--- config.mk ---
export PLATFORM = sky130hd
export DESIGN_NAME = requant_writeback_arbiter
export DESIGN_NICKNAME = d
export VERILOG_FILES = /design/src/rtl/sys_types.sv /design/src/rtl/wb_arb_pkg.sv /design/src/rtl/wb_channel_fifo.sv /design/src/rtl/requant_writeback_arbiter.sv
export SDC_FILE = /design/constraint.sdc
export NUM_CORES = 1
export LEC_CHECK = 0
export ABC_AREA = 0
export BUFFER_PORTS_ARGS = -buffer_cell sky130_fd_sc_hd__buf_4
export CORE_UTILIZATION = 40
export DETAILED_ROUTE_END_ITERATION = 10
export PLACE_DENSITY = 0.6
export SETUP_SLACK_MARGIN = 0.3
export SYNTH_ARGS = -nofsm -noshare
export SYNTH_HDL_FRONTEND = slang
export SYNTH_SLANG_ARGS = --single-unit
--- constraint.sdc ---
create_clock -name clk -period 6.1 [get_ports clk]
set_clock_uncertainty 0.15 [all_clocks]
set_input_delay 0.915 -clock clk [delete_from_list [all_inputs] [get_ports clk]]
set_output_delay 0.915 -clock clk [all_outputs]
set_load 0.02 [all_outputs]
--- src/rtl/sys_types.sv ---
// Shared scalar types used across the accelerator datapath.
package sys_types;

  typedef logic signed [7:0] int8_t;

endpackage

--- src/rtl/wb_arb_pkg.sv ---
// Types and sizing shared by the requantize writeback arbiter and its channel FIFOs.
package wb_arb_pkg;

  import sys_types::*;

  localparam int unsigned WB_MAX_N  = 64;
  localparam int unsigned WB_N_BITS = $clog2(WB_MAX_N);

  typedef enum logic [1:0] {
    WB_IDLE,
    WB_RUN,
    WB_DRAIN
  } wb_state_e;

  // One buffered requantize result.
  typedef struct packed {
    logic [WB_N_BITS-1:0] row;
    logic [WB_N_BITS-1:0] col;
    int8_t                data;
  } wb_entry_t;

endpackage

--- src/rtl/wb_channel_fifo.sv ---
// Per-channel synchronous FIFO of writeback entries.
// Ports: clk, reset (async active-low), push/push_entry, pop,
//        head_c (entry at read pointer), full_c, empty_c.
// A push on a full FIFO only lands when a pop happens in the same cycle.
module wb_channel_fifo
  import wb_arb_pkg::*;
#(
  parameter int unsigned DEPTH = 4
) (
  input  logic      clk,
  input  logic      reset,
  input  logic      push,
  input  logic      pop,
  input  wb_entry_t push_entry,
  output wb_entry_t head_c,
  output logic      full_c,
  output logic      empty_c
);

  localparam int unsigned PTR_W = $clog2(DEPTH);

  wb_entry_t        mem [DEPTH];
  logic [PTR_W:0]   wr_ptr;
  logic [PTR_W:0]   rd_ptr;
  logic             do_push_c;
  logic             do_pop_c;

  // Extra pointer bit distinguishes full from empty.
  assign empty_c   = (wr_ptr == rd_ptr);
  assign full_c    = (wr_ptr[PTR_W] != rd_ptr[PTR_W]) &&
                     (wr_ptr[PTR_W-1:0] == rd_ptr[PTR_W-1:0]);
  assign do_pop_c  = pop && !empty_c;
  assign do_push_c = push && (!full_c || do_pop_c);
  assign head_c    = mem[rd_ptr[PTR_W-1:0]];

  // Pointer update.
  always_ff @(posedge clk or negedge reset) begin
    if (!reset) begin
      wr_ptr <= '0;
      rd_ptr <= '0;
    end else begin
      if (do_push_c) wr_ptr <= wr_ptr + (PTR_W+1)'(1);
      if (do_pop_c)  rd_ptr <= rd_ptr + (PTR_W+1)'(1);
    end
  end

  // Storage needs no reset; contents are qualified by the pointers.
  always_ff @(posedge clk) begin
    if (do_push_c) mem[wr_ptr[PTR_W-1:0]] <= push_entry;
  end

endmodule

--- src/rtl/requant_writeback_arbiter.sv ---
// Shares the activation-memory write port among SA_N requantize channels.
// Each channel result is buffered in its own FIFO, channels are granted
// round-robin, and the write address is base + row*stride + col.
// Ports:
//   clk, reset (async active-low)
//   start/flush pulses, base_addr, row_stride  - layer control
//   in_valid/in_row/in_col/in_data             - per-channel results
//   mem_we/mem_addr/mem_wdata, mem_ready       - registered write port
//   idle, done (combinational drain-complete), overflow, stray
// Option WB_ARB_PERF_CNT_EN adds stall_cycles and writes_done counters.
module requant_writeback_arbiter
  import sys_types::*;
  import wb_arb_pkg::*;
#(
  parameter int unsigned SA_N       = 4,
  parameter int unsigned FIFO_DEPTH = 4,
  parameter int unsigned ADDR_W     = 16
) (
  input  logic                 clk,
  input  logic                 reset,
  input  logic                 start,
  input  logic                 flush,
  input  logic [ADDR_W-1:0]    base_addr,
  input  logic [ADDR_W-1:0]    row_stride,
  input  logic [SA_N-1:0]      in_valid,
  input  logic [WB_N_BITS-1:0] in_row  [SA_N],
  input  logic [WB_N_BITS-1:0] in_col  [SA_N],
  input  int8_t                in_data [SA_N],
  output logic                 mem_we,
  input  logic                 mem_ready,
  output logic [ADDR_W-1:0]    mem_addr,
  output int8_t                mem_wdata,
  output logic                 idle,
  output logic                 done,
  output logic [SA_N-1:0]      overflow,
  output logic                 stray
`ifdef WB_ARB_PERF_CNT_EN
  ,
  output logic [31:0]          stall_cycles,
  output logic [31:0]          writes_done
`endif
);

  localparam int unsigned N_BITS = WB_N_BITS;
  localparam int unsigned MAC_W  = ADDR_W + N_BITS;
  localparam int unsigned RR_W   = $clog2(SA_N);

  wb_state_e          state;
  logic [ADDR_W-1:0]  base_q;
  logic [ADDR_W-1:0]  stride_q;
  logic [RR_W-1:0]    rr_ptr;

  wb_entry_t          head [SA_N];
  logic [SA_N-1:0]    fifo_full;
  logic [SA_N-1:0]    fifo_empty;
  logic [SA_N-1:0]    push_c;
  logic [SA_N-1:0]    pop_c;
  logic               grant_vld_c;
  logic [RR_W-1:0]    grant_c;
  logic               can_load_c;
  logic               load_c;
  logic [MAC_W-1:0]   addr_full_c;
  wb_entry_t          sel_c;

  // Results are only accepted while a layer is open.
  assign push_c = (state != WB_IDLE) ? in_valid : '0;

  for (genvar i = 0; i < SA_N; i++) begin : g_ch
    wb_entry_t in_entry;
    assign in_entry = '{row: in_row[i], col: in_col[i], data: in_data[i]};

    wb_channel_fifo #(.DEPTH(FIFO_DEPTH)) u_fifo (
      .clk        (clk),
      .reset      (reset),
      .push       (push_c[i]),
      .pop        (pop_c[i]),
      .push_entry (in_entry),
      .head_c     (head[i]),
      .full_c     (fifo_full[i]),
      .empty_c    (fifo_empty[i])
    );
  end

  // Round-robin search starting at rr_ptr.
  always_comb begin
    grant_vld_c = 1'b0;
    grant_c     = rr_ptr;
    for (int unsigned k = 0; k < SA_N; k++) begin
      if (!grant_vld_c && !fifo_empty[RR_W'((32'(rr_ptr) + k) % SA_N)]) begin
        grant_vld_c = 1'b1;
        grant_c     = RR_W'((32'(rr_ptr) + k) % SA_N);
      end
    end
  end

  // Output register is free when empty or being accepted this cycle.
  assign can_load_c  = !mem_we || mem_ready;
  assign load_c      = can_load_c && grant_vld_c;
  assign pop_c       = load_c ? (SA_N'(1) << grant_c) : '0;
  assign sel_c       = head[grant_c];
  assign addr_full_c = MAC_W'(base_q) + MAC_W'(sel_c.row) * MAC_W'(stride_q)
                     + MAC_W'(sel_c.col);

  // Drain completes in the cycle the last pending write leaves.
  assign done = (state == WB_DRAIN) && (&fifo_empty) && can_load_c;

  // Layer FSM, status flags and the registered write port.
  always_ff @(posedge clk or negedge reset) begin
    if (!reset) begin
      state     <= WB_IDLE;
      idle      <= 1'b1;
      base_q    <= '0;
      stride_q  <= '0;
      rr_ptr    <= '0;
      mem_we    <= 1'b0;
      mem_addr  <= '0;
      mem_wdata <= '0;
      overflow  <= '0;
      stray     <= 1'b0;
    end else begin
      case (state)
        WB_IDLE: begin
          if (start) begin
            state    <= WB_RUN;
            idle     <= 1'b0;
            base_q   <= base_addr;
            stride_q <= row_stride;
            overflow <= '0;
            stray    <= 1'b0;
          end
        end
        WB_RUN: begin
          if (flush) state <= WB_DRAIN;
        end
        WB_DRAIN: begin
          if (done) begin
            state <= WB_IDLE;
            idle  <= 1'b1;
          end
        end
        default: begin
          state <= WB_IDLE;
          idle  <= 1'b1;
        end
      endcase

      // A stray result in the same cycle as start still flags.
      if (state == WB_IDLE && |in_valid) stray <= 1'b1;

      for (int unsigned i = 0; i < SA_N; i++) begin
        if (push_c[i] && fifo_full[i] && !pop_c[i]) overflow[i] <= 1'b1;
      end

      if (can_load_c) begin
        mem_we <= grant_vld_c;
        if (grant_vld_c) begin
          mem_addr  <= addr_full_c[ADDR_W-1:0];
          mem_wdata <= sel_c.data;
          rr_ptr    <= RR_W'((32'(grant_c) + 1) % SA_N);
        end
      end
    end
  end

`ifdef WB_ARB_PERF_CNT_EN
  // Saturating stall and accepted-write counters, cleared on layer start.
  always_ff @(posedge clk or negedge reset) begin
    if (!reset) begin
      stall_cycles <= '0;
      writes_done  <= '0;
    end else if (state == WB_IDLE && start) begin
      stall_cycles <= '0;
      writes_done  <= '0;
    end else begin
      if (mem_we && !mem_ready && stall_cycles != 32'hFFFF_FFFF)
        stall_cycles <= stall_cycles + 32'd1;
      if (mem_we && mem_ready && writes_done != 32'hFFFF_FFFF)
        writes_done <= writes_done + 32'd1;
    end
  end
`endif

endmodule

## After elaboration in Yosys (flattened, before gate mapping)

Memories as Yosys holds them, arrays and structs flattened.
Cells that the tools add are included.

| word-level totals | value |
|---|---|
| bits in read-only memories | 0 |
| output and inout bits | 32 |
| bits in latches | 0 |
| memories kept | 4 |
| input bits | 121 |
| register bits | 91 |
| word-level logic and storage cells | 181 |
| bits in writable memories | 320 |

| operators by class | value |
|---|---|
| bitwise operators | 2 |
| equal/unequal tests | 17 |
| $add $sub $neg | 14 |
| order comparisons | 5 |
| $mul | 1 |
| muxes and demuxes | 43 |
| reductions and logical operators | 73 |
| divide/modulo/power cells | 0 |
| shifts and indexed selects | 1 |

Memories:

| memory | depth | width | read ports | clocked after Yosys merged registers in | wr ports | RTL line | source |
|---|---|---|---|---|---|---|---|
| g_ch[0].u_fifo.mem | 4 | 20 | 1 | 0 | 1 | wb_channel_fifo.sv:22 | `wb_entry_t mem [DEPTH];` |
| g_ch[1].u_fifo.mem | 4 | 20 | 1 | 0 | 1 | wb_channel_fifo.sv:22 |  |
| g_ch[2].u_fifo.mem | 4 | 20 | 1 | 0 | 1 | wb_channel_fifo.sv:22 |  |
| g_ch[3].u_fifo.mem | 4 | 20 | 1 | 0 | 1 | wb_channel_fifo.sv:22 |  |

Operators with widths:

| cell | count |
|---|---|
| 20-bit binary-select mux with 2-bit select | 1 |
| 20-bit two-way mux | 2 |
| 1-bit logical AND | 27 |
| 3-bit by 1-bit adder with 3-bit output (second input constant) | 8 |
| 1-bit two-way mux | 24 |
| 2-bit nonzero test | 11 |
| 1-bit logical NOT | 18 |
| 16-bit adder | 1 |
| 16-bit by 6-bit adder with 16-bit output | 1 |
| 6-bit by 16-bit multiplier with 16-bit output | 1 |
| 4-bit two-way mux | 4 |
| 2-bit AND reduction | 7 |
| 3-bit equality test | 4 |
| 2-bit by 3-bit less-than comparator with 1-bit output (second input constant) | 4 |
| 2-bit two-way mux | 6 |
| 1-bit binary-select mux with 2-bit select | 4 |
| 2-bit equality test | 4 |
| 2-bit inequality test (second input constant) | 3 |
| 2-bit case mux with 3 select lines | 1 |
| 3-bit AND reduction | 2 |
| 1-bit logical OR | 5 |
| 2-bit by 1-bit adder with 2-bit output (second input constant) | 2 |
| 2-bit adder (second input constant) | 2 |
| 1-bit inequality test | 4 |
| 10 further kinds | 10 |

## Longest topological paths before layout

| logic depth | value |
|---|---|
| word-level depth | 19 |
| depth in mapped cells | 29 |
| depth with buffers taken out | 28 |

## By module

Synthesis repeated with hierarchy kept, for this count alone.

| second synthesis, totals | value |
|---|---|
| cell total of the unflattened synthesis | 1,361 |
| area, all modules | 19,561.3 um2 |

Modules (own cells, without submodules):

| module | times used | area an instance (um2) | sequential area each (um2) | cells each |
|---|---|---|---|---|
| wb_channel_fifo at g_ch[0].u_fifo ... | 3 | 3,323.2 | 2,552.4 | 151 |
| requant_writeback_arbiter | 1 | 6,263.5 | 1,677.9 | 757 |
| wb_channel_fifo at g_ch[3].u_fifo | 1 | 3,328.2 | 2,552.4 | 151 |

## Worst setup path after synthesis

No wires, ideal clock.

| timing path | value |
|---|---|
| path kind | reg2reg |
| from | register g_ch[3].u_fifo.rd_ptr[0] |
| to | register mem_addr[15] |
| path buffers | 0 |
| required time | 5,829 ps |
| stages on the path, launching flop included | 27 |
| setup time | 121 ps |
| data arrival time | 5,998 ps |
| path slack | -169 ps |
| clock period less this slack | 6,269 ps |
| path through | dfrtp_1 xnor2_1 nand3_1 o211ai_2 nand3_2 inv_2 mux2_4 mux2i_1 nor2_1 fa_1 inv_1 fa_1 inv_1 fa_1 inv_1 fa_1 inv_1 ha_1 inv_1 o21bai_1 a21oi_1 o21bai_1 a211oi_1 o21ai_0 a41oi_1 xnor2_1 o21ai_1 |

| on the way | value |
|---|---|
| longest elaborated chain between the ends | 19 |

RTL lines:

| element | RTL line | source |
|---|---|---|
| start, declared | wb_channel_fifo.sv:24 | `logic [PTR_W:0] rd_ptr;` |
| start signal, assigned | wb_channel_fifo.sv:43 | `if (do_pop_c) rd_ptr <= rd_ptr + (PTR_W+1)'(1);` |
| 3-bit equality test | wb_channel_fifo.sv:29 | `assign empty_c = (wr_ptr == rd_ptr);` |
| 1-bit binary-select mux with 2-bit select | requant_writeback_arbiter.sv:89 | `if (!grant_vld_c && !fifo_empty[RR_W'((32'(rr_ptr) + k) % SA_N)]) begin` |
| 1-bit two-way mux (not written as such) | requant_writeback_arbiter.sv:89 |  |
| 1-bit logical NOT | requant_writeback_arbiter.sv:89 |  |
| 1-bit logical AND | requant_writeback_arbiter.sv:89 |  |
| 1-bit two-way mux | requant_writeback_arbiter.sv:89 |  |
| 1-bit logical NOT | requant_writeback_arbiter.sv:89 |  |
| 1-bit logical AND | requant_writeback_arbiter.sv:89 |  |
| [... 2 more ...] | n/a |  |
| 1-bit logical AND | requant_writeback_arbiter.sv:89 |  |
| 2-bit two-way mux | requant_writeback_arbiter.sv:89 |  |
| 2-bit NOT with 3-bit output (not written as such) | requant_writeback_arbiter.sv:100 | `assign sel_c = head[grant_c];` |
| 20-bit binary-select mux with 2-bit select | requant_writeback_arbiter.sv:100 |  |
| 20-bit two-way mux (not written as such) (2 in series) | requant_writeback_arbiter.sv:100 |  |
| 6-bit by 16-bit multiplier with 16-bit output | requant_writeback_arbiter.sv:101 | `assign addr_full_c = MAC_W'(base_q) + MAC_W'(sel_c.row) * MAC_W'(stride_q)` |
| 16-bit adder | requant_writeback_arbiter.sv:101 |  |
| 16-bit by 6-bit adder with 16-bit output | requant_writeback_arbiter.sv:102 | `+ MAC_W'(sel_c.col);` |
| end signal, assigned | requant_writeback_arbiter.sv:157 | `mem_addr <= addr_full_c[ADDR_W-1:0];` |
| end, declared | requant_writeback_arbiter.sv:31 | `output logic [ADDR_W-1:0] mem_addr,` |

Parallel ways exist; a longest one is shown, timed or not. The select of a mux whose other input is x is not followed.
A chain may end at the register's enable or synchronous reset.

## Worst setup path in the final report

| timing path | value |
|---|---|
| from | register g_ch[2].u_fifo.wr_ptr[0] |
| to | register mem_addr[12] |

| on the way | value |
|---|---|
| longest elaborated chain between the ends | 19 |

RTL lines:

| element | RTL line | source |
|---|---|---|
| start, declared | wb_channel_fifo.sv:23 | `logic [PTR_W:0] wr_ptr;` |
| start signal, assigned | wb_channel_fifo.sv:42 | `if (do_push_c) wr_ptr <= wr_ptr + (PTR_W+1)'(1);` |
| 3-bit equality test * | wb_channel_fifo.sv:29 |  |
| 1-bit binary-select mux with 2-bit select | requant_writeback_arbiter.sv:89 |  |
| 1-bit two-way mux (not written as such) | requant_writeback_arbiter.sv:89 |  |
| 1-bit logical NOT | requant_writeback_arbiter.sv:89 |  |
| 1-bit logical AND | requant_writeback_arbiter.sv:89 |  |
| 1-bit two-way mux | requant_writeback_arbiter.sv:89 |  |
| 1-bit logical NOT | requant_writeback_arbiter.sv:89 |  |
| 1-bit logical AND | requant_writeback_arbiter.sv:89 |  |
| [... 2 more ...] | n/a |  |
| 1-bit logical AND | requant_writeback_arbiter.sv:89 |  |
| 2-bit two-way mux | requant_writeback_arbiter.sv:89 |  |
| 2-bit NOT with 3-bit output (not written as such) | requant_writeback_arbiter.sv:100 |  |
| 20-bit binary-select mux with 2-bit select | requant_writeback_arbiter.sv:100 |  |
| 20-bit two-way mux (not written as such) (2 in series) | requant_writeback_arbiter.sv:100 |  |
| 6-bit by 16-bit multiplier with 16-bit output | requant_writeback_arbiter.sv:101 |  |
| 16-bit adder | requant_writeback_arbiter.sv:101 |  |
| 16-bit by 6-bit adder with 16-bit output | requant_writeback_arbiter.sv:102 |  |

Mark *: on every way between the ends. The rest lies on a longest branch, timed or not. The select of a mux whose other input is x is not followed.

==> results.toml <==
[clock_tree]
root_buffer = "clkbuf_16"
h-tree-depth = 2
clkSlewWorstSetupHoldPaths_ns = 0.06
cts_tree = "yes"
cts.sinks = 411
clock_latency_ns = 0.59
cts_buffer_depth = 3
cts_buffers = 46

[global_route]
grt_pass1_vias = 11500
grt_max_degree = 57
gr-total-overflow = 0
antenna_found_initial = 0
track_usage_pct = 18.6
grt_pass1_wl_mm = 68.8

[critical_path]
worstPathBufferInverterCount = 4
timing.rr.end = "mem_addr[12]"
critPathRequiredTime_ns = 6.38
cp_max_fo = 7
r2r_slack_ns = 0.13
path_common_cell = "a21oi_2"
cp-start-kind = "flip-flop"
arrival_ns = 6.25
worstReg2RegStart = "g_ch[2].u_fifo.wr_ptr[0]"
critPathMaxStageDelay_ns = 0.53
r2r_cells = 26
slowest_stage = "fa_1"
crit_type = "flip-flop to flip-flop"
end_kind = "flip-flop"
cp_top_family = "adder cells"

[cells_and_area]
layout-drive-gt1-share_pct = 30.8
layout_commonest_cell = "edfxtp_1"
multi_input_area_sq_mm = 0.00706
diodes = 0
mostFrequentLayoutCells = "edfxtp_1, buf_4, nand2_1, inv_1, dfrtp_1"
regArea_sq_mm = 0.0119
syn_to_final_growth_pct = 22.4
fin_cells = 2171
fin_nets = 1766
fillCellCount = 3953

[die]
core.rowCount = 79
core_sq_mm = 0.0470
ios = 153
die_h_um = 221
die_area_sq_mm = 0.0489
start_util_pct = 40.9
die_w_um = 221

[place]
gp_congestion = 0.879
place_inst = 2053
dp_slack_ns = -0.159
port_buffers = 152
hpwl_mm = 31.5

[logic_synthesis]
synth-edff-count = 320
synthesis.nets = 1520
synth.distinct_cells = 56
syn_avg_cell_area_sq_um = 15.0
ys.flop_type = "edfxtp_1"
async_flop_share_pct = 22.1
synth-seq-cells = 411
syn_inst = 1280
ys_seq_area_share_pct = 61.9
ys_warn_count = 0
syn-cell-area_sq_mm = 0.0192

[routing]
ant_nets = 0
drt-pass1-iter-count = 5
drc = 0
vias = 11100
routed_wl_mm = 44.9
wl_per_cell_um = 20.7
drtIter0Drc = 742
viasPerCell = 5.10

[sta]
finalHoldViolCount = 0
holdWs_ns = 0.131
fmax_mhz = 167
period_needed_ns = 5.97
relSlewSlack_pct = 23.8
worstMarginPinSlew_ns = 1.14
maxSlewViolCount = 0
rsz0062_at_grt = "yes"
setup_viol = 0
finalCritPeriodShare_pct = 97.9
setup_slack_ns = 0.130

[worst_hold_path]
hp-class = "input port to asynchronous set/reset pin"

[flow_run]
drv_cap = 0

[run_status]
status = "finished clean"
cell usage after synthesis, types with 2 or more instances:
master | count | area share (%)
dfrtp_1 | 90 | 12
clkbuf_1 | 26 | 0.51
o22ai_1 | 2 | 0.065
nor3_1 | 2 | 0.052
o31ai_1 | 9 | 0.35
a21oi_1 | 13 | 0.34
mux2_2 | 4 | 0.23
buf_1 | 6 | 0.12
o21ai_1 | 2 | 0.052
a21o_1 | 3 | 0.12
nand2b_1 | 4 | 0.13
o21ai_0 | 38 | 0.99
a211oi_1 | 6 | 0.23
buf_2 | 10 | 0.26
a31oi_1 | 6 | 0.20
inv_2 | 3 | 0.059
inv_1 | 108 | 2.1
edfxtp_1 | 320 | 50
buf_4 | 4 | 0.16
o211ai_1 | 2 | 0.078
and3_1 | 23 | 0.75
fa_1 | 63 | 6.6
nor4_1 | 2 | 0.065
nand4_1 | 6 | 0.20
mux2_1 | 2 | 0.12
nand2_1 | 184 | 3.6
mux4_2 | 79 | 9.3
nor2_1 | 43 | 0.84
xnor3_1 | 2 | 0.23
nand3_1 | 11 | 0.29
xnor2_1 | 34 | 1.6
o221ai_1 | 2 | 0.091
a311oi_1 | 2 | 0.091
xor2_1 | 9 | 0.41
mux2i_1 | 10 | 0.52
xnor2_2 | 3 | 0.25
o21bai_1 | 6 | 0.23
ha_1 | 56 | 3.7
mux2_4 | 3 | 0.23
and2_1 | 62 | 2.0
a32o_1 | 4 | 0.21
a22oi_2 | 2 | 0.13
repair_timing:
item                                    4_1_cts  5_1_grt
setup buffers                                22        9
pin swaps                                    37       35
cloned                                        1        0
hold buffers                                  0        0
gates resized for setup                      35       42
endpoints found under the setup margin        6        8
metal layers:
layer  track usage (%)  share of wire, %
met1              25.7                45
met2              30.0                48
met3              2.97               4.5
met4              6.45               2.8
met5                 0                 0
sequential cells by signal (all words and copies together) (netlist names), 2 cells and up:
signal / flops
state: 2
base_q: 16
mem_wdata: 8
g_ch.u_fifo.mem: 320
g_ch.u_fifo.rd_ptr: 12
mem_addr: 16
rr_ptr: 2
overflow: 4
stride_q: 16
g_ch.u_fifo.wr_ptr: 12
stage by stage:
stage / setup TNS [ns] / utilization (%) / instance area [sq um]
4_1_cts: 0 / 49.5 / 23200
3_3_place_gp: -0.00462 / 45.7 / 21400
6_report: 0 / 50.0 / 23500
3_5_place_dp: -0.444 / 45.7 / 21400
2_1_floorplan: 0 / - / 19300
5_1_grt: -0.494 / 50.0 / 23500
final cells by class:
class / count / share of cell area (%)
clock buffers: 56 / 5.15
clock inverters: 30 / 1.15
repair buffers: 244 / 7.93
flip-flops and latches: 411 / 50.6
multi-input cells: 711 / 30.1
inverters: 111 / 1.83
well taps: 607 / 3.23
repair inverters: 1 / 0.0373
cell families after synthesis:
logic type	share of synthesized area [%]
flip-flops	61.9
AND/OR/NAND/NOR	8.14
buffers and inverters	3.27
adder cells (fa/ha/maj)	10.2
AO/OA/AOI/OAI	3.47
multiplexers	10.5
XOR/XNOR	2.45
worst max-delay path by stage:
stage | end | cells after the start | slack (ns) | start
4_1_cts | mem_addr[12] | 28 | 0.11 | g_ch[2].u_fifo.rd_ptr[2]
2_1_floorplan | mem_addr[14] | 27 | 0.31 | g_ch[2].u_fifo.wr_ptr[1]
3_5_place_dp | mem_addr[12] | 26 | -0.16 | g_ch[2].u_fifo.wr_ptr[2]
6_report | mem_addr[12] | 26 | 0.13 | g_ch[2].u_fifo.wr_ptr[0]
5_1_grt | mem_addr[12] | 26 | -0.14 | g_ch[2].u_fifo.wr_ptr[0]
3_3_place_gp | mem_addr[12] | 23 | -0.005 | g_ch[0].u_fifo.rd_ptr[0]
Power is left out: the tool's default activity adds up to more than one toggle a clock period on the data nets, which glitch-free logic cannot reach.
